$ cat config.mk
export PLATFORM = sky130hd
export DESIGN_NAME = cram_loader
export DESIGN_NICKNAME = d
export VERILOG_FILES = /design/src/rtl/cram_loader.sv
export SDC_FILE = /design/constraint.sdc
export NUM_CORES = 1
export LEC_CHECK = 0
export BUFFER_PORTS_ARGS = -buffer_cell sky130_fd_sc_hd__clkbuf_2
export CORE_MARGIN = 1
export CORE_UTILIZATION = 61
export CTS_CLUSTER_DIAMETER = 30
export DETAILED_ROUTE_END_ITERATION = 6
export PLACE_DENSITY = 0.88
export SLEW_MARGIN = 0
export SYNTH_ARGS = -nofsm -noshare
export SYNTH_HDL_FRONTEND = slang
export SYNTH_SLANG_ARGS = --single-unit
$ cat constraint.sdc
create_clock -name clk -period 4 [get_ports clk]
set_input_delay 0.4 -clock clk [delete_from_list [all_inputs] [get_ports clk]]
set_output_delay 0.4 -clock clk [all_outputs]
set_load 0.05 [all_outputs]
$ cat src/rtl/cram_loader.sv
// cram_loader
//   Configuration bitstream loader for the fabric CRAM shift chain. Takes
//   bitstream words over a valid/ready stream, serialises them MSB-first onto
//   the chain input at one bit per cycle, frames the load to exactly
//   CHAIN_LENGTH bits, then accepts 16/WORD_WIDTH trailing CRC words and
//   compares them against a CRC-16/CCITT-FALSE of the bits actually shifted.
//
// Ports
//   clk             in   clock (also clocks the CRAM chain)
//   rst             in   synchronous active-high reset
//   start           in   begin a load (only honoured while idle)
//   word_in         in   bitstream word, WORD_WIDTH bits
//   word_valid      in   word_in is valid
//   word_ready      out  loader accepts word_in this cycle
//   config_data_out out  serial bit to the chain's config_data_in
//   config_en       out  chain shift enable, high only when a real bit is presented
//   busy            out  load in progress
//   done            out  one-cycle pulse at the end of a load
//   crc_error       out  CRC mismatch on the last load, held until next start
module cram_loader #(
  parameter int WORD_WIDTH   = 8,
  parameter int CHAIN_LENGTH = 1024
) (
  input  logic                  clk,
  input  logic                  rst,
  input  logic                  start,
  input  logic [WORD_WIDTH-1:0] word_in,
  input  logic                  word_valid,
  output logic                  word_ready,
  output logic                  config_data_out,
  output logic                  config_en,
  output logic                  busy,
  output logic                  done,
  output logic                  crc_error
);

  localparam int CRC_WORDS = 16 / WORD_WIDTH;
  localparam int MAX_LEN   = (CHAIN_LENGTH > WORD_WIDTH) ? CHAIN_LENGTH : WORD_WIDTH;
  localparam int CNT_W     = $clog2(MAX_LEN + 1);
  localparam int SCNT_W    = $clog2(WORD_WIDTH + 1);
  localparam int CRCW_W    = $clog2(CRC_WORDS + 1);

  localparam logic [CNT_W-1:0]  CHAIN_LEN_C = CNT_W'(CHAIN_LENGTH);
  localparam logic [CNT_W-1:0]  LAST_BIT_C  = CNT_W'(CHAIN_LENGTH - 1);
  localparam logic [CNT_W-1:0]  WORD_W_C    = CNT_W'(WORD_WIDTH);
  localparam logic [SCNT_W-1:0] WORD_W_S    = SCNT_W'(WORD_WIDTH);
  localparam logic [SCNT_W-1:0] SCNT_ONE    = SCNT_W'(1);
  localparam logic [CRCW_W-1:0] LAST_CRCW_C = CRCW_W'(CRC_WORDS - 1);
  localparam logic [CRCW_W-1:0] CRCW_ONE    = CRCW_W'(1);
  localparam logic [CNT_W-1:0]  CNT_ONE     = CNT_W'(1);
  localparam logic [15:0]       CRC_POLY    = 16'h1021;
  localparam logic [15:0]       CRC_INIT    = 16'hFFFF;

  typedef enum logic [1:0] {
    S_IDLE,
    S_LOAD,
    S_CHECK,
    S_DONE
  } state_t;

  state_t              state;
  logic [WORD_WIDTH-1:0] sreg;       // word being shifted, MSB is the current bit
  logic [SCNT_W-1:0]   sreg_cnt;     // valid bits still held in sreg
  logic [CNT_W-1:0]    bit_cnt;      // bits shifted onto the chain this load
  logic [CNT_W-1:0]    taken_cnt;    // bits accepted into sreg this load
  logic [CRCW_W-1:0]   crcw_cnt;     // CRC words accepted so far
  logic [15:0]         crc;
  logic [15:0]         crc_exp;
  logic                crc_error_q;

  logic                shifting;
  logic                xfer;
  logic [CNT_W-1:0]    remaining;
  logic [SCNT_W-1:0]   take_bits;
  logic [15:0]         crc_shifted;
  logic [15:0]         crc_exp_next;

  function automatic logic [15:0] crc_step(input logic [15:0] c, input logic b);
    return {c[14:0], 1'b0} ^ (((c[15] ^ b) == 1'b1) ? CRC_POLY : 16'h0000);
  endfunction

  always_comb begin
    shifting     = (state == S_LOAD) && (sreg_cnt != '0);
    remaining    = CHAIN_LEN_C - taken_cnt;
    // The final data word only contributes the bits still needed by the chain.
    take_bits    = (remaining >= WORD_W_C) ? WORD_W_S : SCNT_W'(remaining);
    crc_shifted  = crc_step(crc, sreg[WORD_WIDTH-1]);
    // Expected CRC accumulates first word most significant; the concatenation
    // truncated to 16 bits drops the oldest bits (empty for one-word CRCs).
    crc_exp_next = 16'({crc_exp, word_in});

    word_ready = 1'b0;
    case (state)
      // Ready while empty or while the last held bit is leaving, so a
      // continuous stream loads without a bubble.
      S_LOAD:  word_ready = (taken_cnt != CHAIN_LEN_C) && (sreg_cnt <= SCNT_ONE);
      S_CHECK: word_ready = 1'b1;
      default: word_ready = 1'b0;
    endcase
    xfer = word_valid && word_ready;
  end

  assign config_en       = shifting;
  assign config_data_out = shifting & sreg[WORD_WIDTH-1];
  assign busy            = (state != S_IDLE);
  assign done            = (state == S_DONE);
  assign crc_error       = crc_error_q;

  always_ff @(posedge clk) begin
    if (rst) begin
      state       <= S_IDLE;
      sreg        <= '0;
      sreg_cnt    <= '0;
      bit_cnt     <= '0;
      taken_cnt   <= '0;
      crcw_cnt    <= '0;
      crc         <= '0;
      crc_exp     <= '0;
      crc_error_q <= 1'b0;
    end else begin
      case (state)
        S_IDLE: begin
          if (start) begin
            state       <= S_LOAD;
            sreg        <= '0;
            sreg_cnt    <= '0;
            bit_cnt     <= '0;
            taken_cnt   <= '0;
            crcw_cnt    <= '0;
            crc         <= CRC_INIT;
            crc_exp     <= '0;
            crc_error_q <= 1'b0;
          end
        end

        S_LOAD: begin
          if (shifting) begin
            sreg     <= sreg << 1;
            sreg_cnt <= sreg_cnt - SCNT_ONE;
            crc      <= crc_shifted;
            bit_cnt  <= bit_cnt + CNT_ONE;
            if (bit_cnt == LAST_BIT_C) begin
              state <= S_CHECK;
            end
          end
          // A transfer only happens when sreg is empty or on its last bit,
          // so the new word simply replaces whatever the shift left behind.
          if (xfer) begin
            sreg      <= word_in;
            sreg_cnt  <= take_bits;
            taken_cnt <= taken_cnt + CNT_W'(take_bits);
          end
        end

        S_CHECK: begin
          if (xfer) begin
            crc_exp  <= crc_exp_next;
            crcw_cnt <= crcw_cnt + CRCW_ONE;
            if (crcw_cnt == LAST_CRCW_C) begin
              crc_error_q <= (crc != crc_exp_next);
              state       <= S_DONE;
            end
          end
        end

        S_DONE: begin
          state <= S_IDLE;
          sreg  <= '0;
        end

        default: state <= S_IDLE;
      endcase
    end
  end

endmodule

; Word level (Yosys, flattened, before mapping)
; Index checks and enable logic that the tools add are counted.
[classes]
add_sub_neg = 5
multipliers = 0
n_div = 0
magnitude_cmp = 2
eq_ne = 14
n_shift = 0
muxes = 35
bitwise = 3
reduce_logical = 16
[ops]
columns = operator, n
row1 = one-hot mux 11 bit (2 select lines), 2
row2 = two-way mux 8 bit, 5
row3 = two-way mux 11 bit, 3
row4 = two-way mux 16 bit, 2
row5 = one-hot mux 16 bit (2 select lines), 1
row6 = one-hot mux 8 bit (3 select lines), 1
row7 = two-way mux 4 bit, 4
row8 = != test 16 bit, 1
row9 = one-hot mux 8 bit (2 select lines), 1
row10 = XOR 16 x 13 -> 16 bit, 1
row11 = AND reduction 3 bit, 5
row12 = two-way mux 2 bit, 7
row13 = two-way mux 13 bit, 1
row14 = adder 11 x 1 -> 11 bit (second input constant), 1
row15 = adder 11 x 4 -> 11 bit, 1
row16 = equality test 11 x 10 -> 1 bit (second input constant), 1
row17 = >= comparator 11 x 4 -> 1 bit (second input constant), 1
row18 = != test 11 bit (second input constant), 1
row19 = subtractor 11 bit (first input constant), 1
row20 = != test 2 bit (second input constant), 5
row21 = one-hot mux 2 bit (4 select lines), 1
row22 = one-hot mux 4 bit (2 select lines), 1
row23 = nonzero test 2 bit, 3
row24 = AND reduction 5 bit, 1
row25 = other kinds (17), 24
[word_totals]
register_bits = 63
latchBits = 0
mem_bits_rw = 0
romBits = 0
output_inout_bits = 6
mem_count = 0

; Logic depth before layout (Yosys ltp)
; Gate-level depths: netlist of the first run.
[depth]
word_depth = 6
depth_mapped = 16
ltp_nobuf = 15

; Least setup slack after synthesis of the first run
; OpenSTA, ideal clock, no wires.
[synth_timing]
path_kind = register -> register
startpoint = reg taken_cnt[7]
endpoint = reg taken_cnt[5]
setup_time_ps = 131
t_arrival_ps = 3536
t_required_ps = 3869
setup_slack_ps = 333
path_stages_with_launch = 15
n_path_buf = 1
path_cell_list = dfxtp_1 or4b_1 a21boi_1 or4b_4 buf_6 a21oi_1 and2_1 ha_1 a21oi_1 and2_1 o21ai_0 a211oi_2 nor4_1 a311oi_1 o41ai_1
[synth_between]
elab_chain_cells = 6
[synth_lines]
columns = element, line
row1 = "start, declared", 65  ; logic [CNT_W-1:0] taken_cnt;
row2 = "start signal, assigned", 151  ; taken_cnt <= taken_cnt + CNT_W'(take_bits);
row3 = subtractor 11 bit / != test 11 bit (equally long branches), "84, 96"
row4 = >= comparator 11 x 4 -> 1 bit / logical AND 1 bit (equally long branches), "86, 96"
row5 = two-way mux 4 bit / one-hot mux 1 bit (2 select lines) (equally long branches), "86, 93"
row6 = adder 11 x 4 -> 11 bit / logical AND 1 bit (equally long branches), "151, 100"
row7 = two-way mux 11 bit / != test 2 bit (equally long branches), -
row8 = one-hot mux 11 bit (2 select lines) / AND reduction 3 bit (equally long branches), -
; Several ways; a longest one is shown, not always the timed one. The select of a mux whose other input is x is not followed.
; A chain may end at the register's enable or synchronous reset.

; Worst setup path in the final report of the first run
; Same ends and word-level chain as after synthesis.

==> key figures, run 1 <==
Power
  • Switching Share: 0.438
  • Switching power total: between 1 and 1.5 mW
  • Max VDD drop: approximately 0.44 mV
  • Comb power frac: 0.445
  • Clk pwr share: 0.240
  • Lkg Pwr: 1.50 nW
  • Sequential Power Share: 0.315
  • Internal power: between 1.5 and 2 mW
  • PwrDens: ~670 nW/um^2

STA
  • Fin Setup TNS: 0 ps
  • Fin. Hold Viols: 0
  • Fmax: about 0.26 GHz
  • Clock skew: 8.83 ps
  • Number of max-slew violations in the final report: 0
  • Period utilization: 0.946
  • RSZ-0062 raised after global routing: no
  • Rel. slew slack: 0.478
  • Hold slack: about 360 ps
  • Worst Tran Pin Value: a little under 800 ps
  • Fin crit period: 3780 ps
  • Setup-failing EPs final: 0

Setup path
  • Cell repeated most along the worst path: and2_1
  • Bufs and invs on worst path: 2
  • Crit Path Max Fanout: 9
  • Reg2reg path depth: 14
  • Worst path slowest cell: or4b_1
  • Worst-path cell chain: or4b_1 -> a21boi_1 -> or4b_4 -> a21oi_1 -> and2_1 -> ha_1 -> inv_1 -> and2_1 -> o21ai_0 -> a211oi_2 -> buf_4 -> o311a_1 -> a311oi_1 -> o41ai_1
  • Endpoint class of the critical path: register
  • WP data required: roughly 4200 ps
  • Levels on crit path: 14
  • Critical path arrival: around 4000 ps
  • Cell family with most CP delay: simple AND/OR/NAND/NOR gates
  • Crit Path Class: register to register
  • CP Launch Type: register
  • Slowest stage delay, CP: ~560 ps

CTS
  • CTS Hold Buffers Added: 0
  • Post-cts sizing count: 0
  • H-tree lvl count: 3
  • Inserted Clock Buffers: 9
  • Number of clock sinks: 63
  • Clk slew on worst S/H paths: ~80 ps
  • Clock root buffer: clkbuf_8
  • Bufs on Longest Clock Path: 2
  • CTS tree: done
  • Setup Fix Bufs, Post-CTS: 0
  • Worst skew pair latency: between 300 and 400 ps

Finish
  • # fillers: between 400 and 500
  • Post-Route Utilization: 0.717
  • Final Non-Filler Cells: about 540
  • Sequential cell area: between 1000 and 1500 sq um
  • Area of the multi-input gates: approximately 2200 sq um
  • Area growth, synth to finish: 10.4%
  • Ant. Diodes: 0
  • Most common cell after layout, fill and taps aside: dfxtp_1
  • Layout cells sized above 1: 0.149
  • Post-route cell area: just over 4000 sq um
  • Fin nets: 488
  • Most frequent cells in the layout: dfxtp_1, nor2_1, inv_1

Global route
  • Pin count of the biggest net entering global routing: 52
  • Initial antenna violation count: 0
  • Global-route wire length before repair: ~14000 microns
  • Grt ovf: 0
  • GRT Overall Usage: 0.292
  • Vias in the first global route: 3163

Placement
  • Placed cell areas: 3820 sq um
  • Gpl congestion: roughly 0.90
  • Dpl hpwl: 6000 microns
  • Port bufs: 17
  • Placed Cells: about 530

Run status
  • Status: finished, final reports clean

Synthesis
  • YS warnings: 0
  • EDFF count, synth: 0
  • Syn Nets: 476
  • Post-synthesis sequential area ratio: 0.344
  • Mapped Area: 3660 sq um
  • Mapped Cells: around 450
  • Syn_area_per_cell: slightly above 8 sq um
  • Post-synth top flop: dfxtp_1
  • Asr flop ratio synth: 0
  • Count of different cell masters after synthesis: 60
  • Synthesized flop and latch total: 63

Die
  • Core Region: approximately 5600 sq um
  • Cell Rows: 27
  • Die ar.: about 6300 sq um
  • Initial Util: 0.650
  • Die X: approximately 80 microns
  • I/O Pins: 18
  • Die Y: 79.5 microns

Flow run
  • Max-Cap Viols: 0

Route
  • 1st-iter DRT viols: 327
  • DR WL/cell: 16.4 microns
  • # DRC: 0
  • DRT Pass-1 Iters: 5
  • Via count: ~3400
  • WL final: 8850 microns
  • Final ANT Viol Nets: 0
  • Via-per-instance ratio: between 6 and 7

Hold path
  • Hold WC Path Type: primary input to register
  • Hold Path Depth: 3
[kinds of logic (layout without fill, tap and decap cells)]
group | after synthesis | count (layout) | share of synthesized area
xor gates and xnor gates | 26 | 26 | 0.0621
muxes | 10 | 10 | 0.0277
AOI/OAI and AO/OA | 113 | 113 | 0.219
DFF | 63 | 63 | 0.344
buffers and inverters | 60 | 77 | 0.0645
adders and majority gates | 12 | 12 | 0.0430
and+or+nand+nor | 168 | 168 | 0.240
[area by class of cell]
type,count,share of cell area
clock buffers,10,0.0340
inverters,32,0.0297
repair buffers,29,0.0433
well taps,72,0.0223
multi-input cells,329,0.536
clock inverters,6,0.0229
flip-flops and latches,63,0.312
[metrics by stage]
stage | power [mW] | setup slack, ps
final | 2.70 | 218
after global routing | 2.86 | 28.1
after CTS | 2.69 | 283
after detailed placement | 2.03 | 327
after global placement | 1.98 | 432
after floorplan | 1.74 | 333
[synthesized netlist by cell type (4+ instances only)]
library cell | number | area [sq um]
dfxtp_1 | 63 | 1260
nor2_1 | 54 | 203
inv_1 | 32 | 120
a21oi_1 | 31 | 155
nand2_1 | 25 | 93.8
clkbuf_1 | 22 | 82.6
o21ai_0 | 22 | 110
xor2_1 | 21 | 184
a311oi_1 | 17 | 149
nor3_1 | 12 | 60.1
or3_1 | 12 | 75.1
ha_1 | 11 | 138
nand3_1 | 11 | 55.1
nor4_1 | 10 | 62.6
mux2i_1 | 9 | 90.1
a22oi_1 | 8 | 60.1
or3b_2 | 7 | 61.3
nand4_1 | 6 | 37.5
a211oi_1 | 5 | 37.5
and3_1 | 5 | 31.3
xnor2_1 | 5 | 43.8
and2_1 | 4 | 25.0
or2_2 | 4 | 25.0
[sequential cells by signal (all words and copies together), names as in the netlist]
| register | flops |
|---|---|
| taken_cnt | 11 |
| state | 2 |
| crc_exp | 8 |
| crc | 16 |
| bit_cnt | 11 |
| crc_error | 1 |
| sreg_cnt | 4 |
| crcw_cnt | 2 |
| sreg | 8 |
[per-layer routing]
layer	up-vias	global-route usage	part of all wire
li1	1646	-	-
met1	1631	0.342	0.42
met2	133	0.502	0.49
met3	30	0.0514	0.054
met4	0	0.160	0.033
met5	-	0	0
[worst min-delay path, cell delays in order]
cell      delay, ps
clkbuf_2        120
a22oi_1          70
nor2_1           80
[path summary, 6_finish.rpt]
kind / start / to / slack, ps
worst min register to register: sreg[6]$_SDFFE_PP0P_ / sreg[6]$_SDFFE_PP0P_ / 450
worst min-delay path: word_in[1] / crc_exp[1]$_SDFFE_PP0P_ / 360
worst max register to register: taken_cnt[7]$_SDFFE_PP0P_ / taken_cnt[5]$_SDFFE_PP0P_ / 220
worst max-delay path: taken_cnt[7]$_SDFFE_PP0P_ / taken_cnt[5]$_SDFFE_PP0P_ / 220
[power by group through the flow]
stage               Sequential [mW]  Combinational, mW  Clock, mW
finish                        0.850               1.20      0.648
global route                  0.864               1.32      0.673
CTS                           0.847               1.19      0.650
detailed placement            0.861               1.16          0
global placement              0.855               1.12          0
floorplan                     0.830              0.905          0
Note: power is estimated with default switching activity, not from simulation.
==> run 2, diff against run 1 <==
--- a/config.mk
+++ b/config.mk
@@ -7,10 +7,11 @@
 export LEC_CHECK = 0
 export BUFFER_PORTS_ARGS = -buffer_cell sky130_fd_sc_hd__clkbuf_2
 export CORE_MARGIN = 1
-export CORE_UTILIZATION = 61
+export CORE_UTILIZATION = 64
+export CTS_BUF_LIST = sky130_fd_sc_hd__clkbuf_2
 export CTS_CLUSTER_DIAMETER = 30
 export DETAILED_ROUTE_END_ITERATION = 6
-export PLACE_DENSITY = 0.88
+export PLACE_DENSITY = 0.92
 export SLEW_MARGIN = 0
 export SYNTH_ARGS = -nofsm -noshare
 export SYNTH_HDL_FRONTEND = slang
==> key figures, run 2 (synthesis gave the netlist of run 1 again) <==
Run status
  • Status: finished, final reports clean (unchanged)

Die
  • Cell Rows: 27 (unchanged)
  • I/O Pins: 18 (unchanged)
  • Die ar.: 6030 sq um (was 6320 sq um)
  • Initial Util: 0.666 (was 0.650)
  • Die Y: 77.7 microns (was 79.5 microns)
  • Core Region: 5510 sq um (was 5640 sq um)
  • Die X: 77.7 microns (was 79.5 microns)

STA
  • Clock skew: 25.1 ps (was 8.83 ps)
  • Worst Tran Pin Value: 771 ps (was 778 ps)
  • Number of max-slew violations in the final report: 0 (unchanged)
  • Fin Setup TNS: 0 ps (unchanged)
  • Fin. Hold Viols: 0 (unchanged)
  • RSZ-0062 raised after global routing: no (unchanged)
  • Hold slack: 181 ps (was 356 ps)
  • Period utilization: 0.950 (was 0.946)
  • Setup-failing EPs final: 0 (unchanged)
  • Fin crit period: 3800 ps (was 3780 ps)
  • Fmax: 0.263 GHz (was 0.264 GHz)
  • Rel. slew slack: 0.481 (was 0.478)

Global route
  • Vias in the first global route: 3336 (was 3163)
  • GRT Overall Usage: 0.305 (was 0.292)
  • Initial antenna violation count: 0 (unchanged)
  • Global-route wire length before repair: 14700 microns (was 14300 microns)
  • Grt ovf: 0 (unchanged)
  • Pin count of the biggest net entering global routing: 52 (unchanged)

CTS
  • CTS Hold Buffers Added: 0 (unchanged)
  • Clock root buffer: clkbuf_2 (was clkbuf_8)
  • Number of clock sinks: 63 (unchanged)
  • Clk slew on worst S/H paths: 220 ps (was 80 ps)
  • Worst skew pair latency: 520 ps (was 350 ps)
  • H-tree lvl count: 3 (unchanged)
  • CTS tree: done (unchanged)
  • Bufs on Longest Clock Path: 2 (unchanged)
  • Inserted Clock Buffers: 9 (unchanged)

Route
  • DR WL/cell: 15.9 microns (was 16.4 microns)
  • Final ANT Viol Nets: 0 (unchanged)
  • Via-per-instance ratio: 6.28 (was 6.36)
  • Via count: 3400 (was 3440)
  • 1st-iter DRT viols: 366 (was 327)
  • WL final: 8620 microns (was 8850 microns)
  • DRT Pass-1 Iters: 7 (was 5)
  • # DRC: 0 (unchanged)

Setup path
  • CP Launch Type: register (unchanged)
  • Slowest stage delay, CP: 490 ps (was 560 ps)
  • Endpoint class of the critical path: register (unchanged)
  • Worst path slowest cell: dfxtp_1 (was or4b_1)
  • Cell family with most CP delay: compound AO/OA/AOI/OAI gates (was simple AND/OR/NAND/NOR gates)
  • Bufs and invs on worst path: 2 (unchanged)
  • Crit Path Max Fanout: 10 (was 9)
  • Crit Path Class: register to register (unchanged)
  • Worst-path cell chain: inv_1 -> ha_1 -> buf_4 -> xnor2_1 -> nor4_1 -> o22ai_2 -> a21oi_1 -> and2_1 -> ha_1 -> a21oi_1 -> and2_1 -> o21ai_0 -> a211oi_4 -> nor4_1 -> a311oi_1 -> o41ai_1 (was or4b_1 -> a21boi_1 -> or4b_4 -> a21oi_1 -> and2_1 -> ha_1 -> inv_1 -> and2_1 -> o21ai_0 -> a211oi_2 -> buf_4 -> o311a_1 -> a311oi_1 -> o41ai_1)
  • WP data required: 4410 ps (was 4230 ps)
  • Critical path arrival: 4210 ps (was 4010 ps)

Placement
  • Gpl congestion: 0.960 (was 0.903)
  • Port bufs: 17 (unchanged)
  • Placed Cells: 525 (unchanged)
  • Dpl hpwl: 5860 microns (was 6000 microns)

Finish
  • Final Non-Filler Cells: 541 (unchanged)
  • Layout cells sized above 1: 0.147 (was 0.149)
  • Area of the multi-input gates: 2180 sq um (was 2170 sq um)
  • Fin nets: 488 (unchanged)
  • Largest register by flop count: crc (unchanged)
  • # fillers: 394 (was 426)
  • Biggest regs: crc (16), bit_cnt (11), taken_cnt (11) (unchanged)
  • Area growth, synth to finish: 8.23% (was 10.4%)
  • Ant. Diodes: 0 (unchanged)
  • Sequential cell area: 1260 sq um (unchanged)
  • Max FFs per register: 16 (unchanged)
  • Most frequent cells in the layout: dfxtp_1, nor2_1, inv_1 (unchanged)
  • Most common cell after layout, fill and taps aside: dfxtp_1 (unchanged)

Power
  • Final Total Pwr: 2.51 mW (was 2.70 mW)
  • Max VDD drop: 0.493 mV (was 0.439 mV)
  • Lkg Pwr: 1.46 nW (was 1.50 nW)
  • PwrDens: 632 nW/um^2 (was 667 nW/um^2)

Hold path
  • Hold WC Path Type: primary input to register (unchanged)

Flow run
  • Max-Cap Viols: 0 (unchanged)
==> run 2: cell count changes in the layout (fill, tap and decap cells not counted) <==
cell,delta
clkbuf_2,+9
clkinv_1,+1
a211oi_2,-1
clkbuf_8,-10
a211oi_4,+1
==> run 2: tightest hold or removal path: stages <==
cell and delay, ps:
clkbuf_2 120, nand4_1 90, a21oi_1 70
==> run 2: final cells by class <==
type                            count  area share
Timing Repair Buffer               29      0.0442
Inverter                           32      0.0303
Clock inverter                      7      0.0243
Tap cell                           72      0.0227
Sequential cell                    63       0.318
Multi-Input combinational cell    329       0.549
Clock buffer                        9      0.0114
==> run 2: power by group <==
part           total [mW]  leakage [nW]  switching, mW  internal (mW)
combinational        1.19         0.874          0.789          0.405
sequential          0.847         0.513          0.107          0.740
clock               0.467        0.0762          0.259          0.208
==> run 2: metal layers <==
layer	vias to the layer above	part of all wire	track usage
met5	-	0	0
met4	0	0.027	0.151
met3	27	0.069	0.0894
met2	132	0.49	0.510
met1	1594	0.41	0.354
li1	1647	-	-
==> run 2: path summary, 6_finish.rpt <==
check / startpoint / endpoint / slack (ps) / cells past startpoint
hold reg to reg: sreg[3]$_SDFFE_PP0P_ / sreg[3]$_SDFFE_PP0P_ / 470 / 2
setup / recovery: taken_cnt[0]$_SDFFE_PP0P_ / taken_cnt[5]$_SDFFE_PP0P_ / 200 / 16
hold / removal: word_in[0] / sreg[0]$_SDFFE_PP0P_ / 180 / 3
setup reg to reg: taken_cnt[0]$_SDFFE_PP0P_ / taken_cnt[5]$_SDFFE_PP0P_ / 200 / 16
==> run 2: repair_timing <==
action,4_1_cts,5_1_grt
setup endpoints to repair,0,1
gates resized for setup,0,1
buffers inserted,0,0
endpoints found under the hold margin,0,0
==> run 2: stage by stage <==
stage / utilization / instance area, sq um / setup slack [ps]
final: 0.720 / 3970 / 199
after global routing: 0.720 / 3970 / 2.95
after CTS: 0.719 / 3960 / 193
after detailed placement: 0.693 / 3820 / 242
after global placement: 0.693 / 3820 / 392
after floorplan: - / 3660 / 333
==> run 3, diff against run 2 <==
--- a/config.mk
+++ b/config.mk
@@ -5,8 +5,9 @@
 export SDC_FILE = /design/constraint.sdc
 export NUM_CORES = 1
 export LEC_CHECK = 0
+export ABC_AREA = 0
 export BUFFER_PORTS_ARGS = -buffer_cell sky130_fd_sc_hd__clkbuf_2
-export CORE_MARGIN = 1
+export CORE_MARGIN = 2
 export CORE_UTILIZATION = 64
 export CTS_BUF_LIST = sky130_fd_sc_hd__clkbuf_2
 export CTS_CLUSTER_DIAMETER = 30
==> key figures, run 3 (synthesis gave the netlist of run 1 again) <==
Run status
  • Status: finished, final reports clean (unchanged)

Setup path
  • Crit Path Class: register to register (unchanged)
  • Endpoint class of the critical path: register (unchanged)
  • CP Launch Type: register (unchanged)
  • Crit Path Max Fanout: 9 (was 10)
  • Critical path arrival: 4200 ps (was 4210 ps)
  • WP data required: 4390 ps (was 4410 ps)

Route
  • Via-per-instance ratio: 6.32 (was 6.28)
  • WL final: 8870 microns (was 8620 microns)
  • Final ANT Viol Nets: 0 (unchanged)
  • DRT Pass-1 Iters: 5 (was 7)
  • 1st-iter DRT viols: 279 (was 366)
  • Via count: 3404 (was 3400)
  • DR WL/cell: 16.5 microns (was 15.9 microns)
  • # DRC: 0 (unchanged)

Global route
  • GRT Overall Usage: 0.300 (was 0.305)
  • Initial antenna violation count: 0 (unchanged)
  • Vias in the first global route: 3193 (was 3336)
  • Pin count of the biggest net entering global routing: 51 (was 52)
  • Global-route wire length before repair: 15000 microns (was 14700 microns)
  • Grt ovf: 0 (unchanged)

STA
  • Clock skew: 20.8 ps (was 25.1 ps)
  • Fin Setup TNS: 0 ps (unchanged)
  • Period utilization: 0.954 (was 0.950)
  • Fin crit period: 3810 ps (was 3800 ps)
  • Fmax: 0.262 GHz (was 0.263 GHz)
  • Number of max-slew violations in the final report: 0 (unchanged)
  • Setup-failing EPs final: 0 (unchanged)
  • Rel. slew slack: 0.181 (was 0.481)
  • Worst Tran Pin Value: 1220 ps (was 771 ps)
  • RSZ-0062 raised after global routing: no (unchanged)
  • Fin. Hold Viols: 0 (unchanged)
  • Final setup margin: 186 ps (was 199 ps)
  • Hold slack: 221 ps (was 181 ps)

Die
  • I/O Pins: 18 (unchanged)
  • Die ar.: 6350 sq um (was 6030 sq um)
  • Die X: 79.7 microns (was 77.7 microns)
  • Die Y: 79.7 microns (was 77.7 microns)
  • Core Region: 5510 sq um (unchanged)
  • Cell Rows: 27 (unchanged)
  • Initial Util: 0.666 (unchanged)

Placement
  • Dpl hpwl: 6420 microns (was 5860 microns)
  • Port bufs: 17 (unchanged)
  • Placed Cells: 523 (was 525)
  • Gpl congestion: 0.893 (was 0.960)
  • Dpl ws: 289 ps (was 242 ps)

Power
  • Lkg Pwr: 1.44 nW (was 1.46 nW)
  • Max VDD drop: 0.435 mV (was 0.493 mV)
  • PwrDens: 604 nW/um^2 (was 632 nW/um^2)
  • Final Total Pwr: 2.35 mW (was 2.51 mW)

CTS
  • Inserted Clock Buffers: 9 (unchanged)
  • H-tree lvl count: 3 (unchanged)
  • Clk slew on worst S/H paths: 180 ps (was 220 ps)
  • Number of clock sinks: 63 (unchanged)
  • Post-cts sizing count: 0 (unchanged)
  • CTS tree: done (unchanged)
  • Setup Fix Bufs, Post-CTS: 0 (unchanged)
  • Bufs on Longest Clock Path: 2 (unchanged)
  • CTS Hold Buffers Added: 0 (unchanged)
  • Worst skew pair latency: 500 ps (was 520 ps)
  • Clock root buffer: clkbuf_2 (unchanged)

Finish
  • Max FFs per register: 16 (unchanged)
  • Most common cell after layout, fill and taps aside: dfxtp_1 (unchanged)
  • Area growth, synth to finish: 6.11% (was 8.23%)
  • Final Non-Filler Cells: 539 (was 541)
  • Fin nets: 487 (was 488)
  • Layout cells sized above 1: 0.146 (was 0.147)
  • Largest register by flop count: crc (unchanged)
  • Biggest regs: crc (16), bit_cnt (11), taken_cnt (11) (unchanged)
  • Most frequent cells in the layout: dfxtp_1, nor2_1, inv_1 (unchanged)
  • Ant. Diodes: 0 (unchanged)

Flow run
  • Max-Cap Viols: 0 (unchanged)

Hold path
  • Hold WC Path Type: primary input to register (unchanged)
run 3: cell types whose count changed in the layout (fill, tap and decap cells not counted):
cell,delta
a211oi_4,-1
clkinv_1,-1
buf_4,-1
clkbuf_2,+2
a211oi_2,+1
inv_6,-1
clkinv_2,+3
clkinvlp_4,-2
bufinv_16,-2
run 3: critical path: stages (launching register included):
cell	delay, ps
dfxtp_1	490
inv_1	120
ha_1	290
buf_4	190
xnor2_1	130
nor4_1	70
o22ai_2	380
a21oi_1	100
and2_1	200
ha_1	280
a21oi_1	80
and2_1	180
o21ai_0	230
a211oi_2	70
buf_4	190
o311a_1	320
a311oi_1	250
o41ai_1	120
run 3: metal layers:
metal	vias to the layer above	GRT usage	share of wire
li1	1651	-	-
met1	1601	0.373	0.42
met2	133	0.524	0.51
met3	19	0.0554	0.056
met4	0	0.0966	0.017
met5	-	0	0
run 3: path summary, 6_finish.rpt:
| check | from | end | slack (ps) | cells after the start |
|---|---|---|---|---|
| setup / recovery | taken_cnt[0]$_SDFFE_PP0P_ | taken_cnt[5]$_SDFFE_PP0P_ | 190 | 17 |
| hold reg to reg | sreg[1]$_SDFFE_PP0P_ | sreg[1]$_SDFFE_PP0P_ | 470 | 2 |
| setup reg to reg | taken_cnt[0]$_SDFFE_PP0P_ | taken_cnt[5]$_SDFFE_PP0P_ | 190 | 17 |
| hold / removal | word_in[4] | crc_exp[4]$_SDFFE_PP0P_ | 220 | 3 |
run 3: layout make-up:
type                            count  area, sq um
Sequential cell                    63         1260
Clock inverter                      4         23.8
Timing Repair Buffer               28          168
Multi-Input combinational cell    329         2170
Fill cell                         423         1620
Clock buffer                       11         55.1
Inverter                           32          120
Tap cell                           72         90.1
run 3: through the flow:
step	instance area [sq um]	utilization
after floorplan	3660	-
after global placement	3800	0.691
after detailed placement	3800	0.691
after CTS	3880	0.705
after global routing	3890	0.706
final	3890	0.706
run 3: power breakdown:
part | leakage [nW] | internal, mW | switching, mW
clock network | 0.0615 | 0.0818 | 0.231
logic | 0.868 | 0.402 | 0.782
registers | 0.513 | 0.740 | 0.111
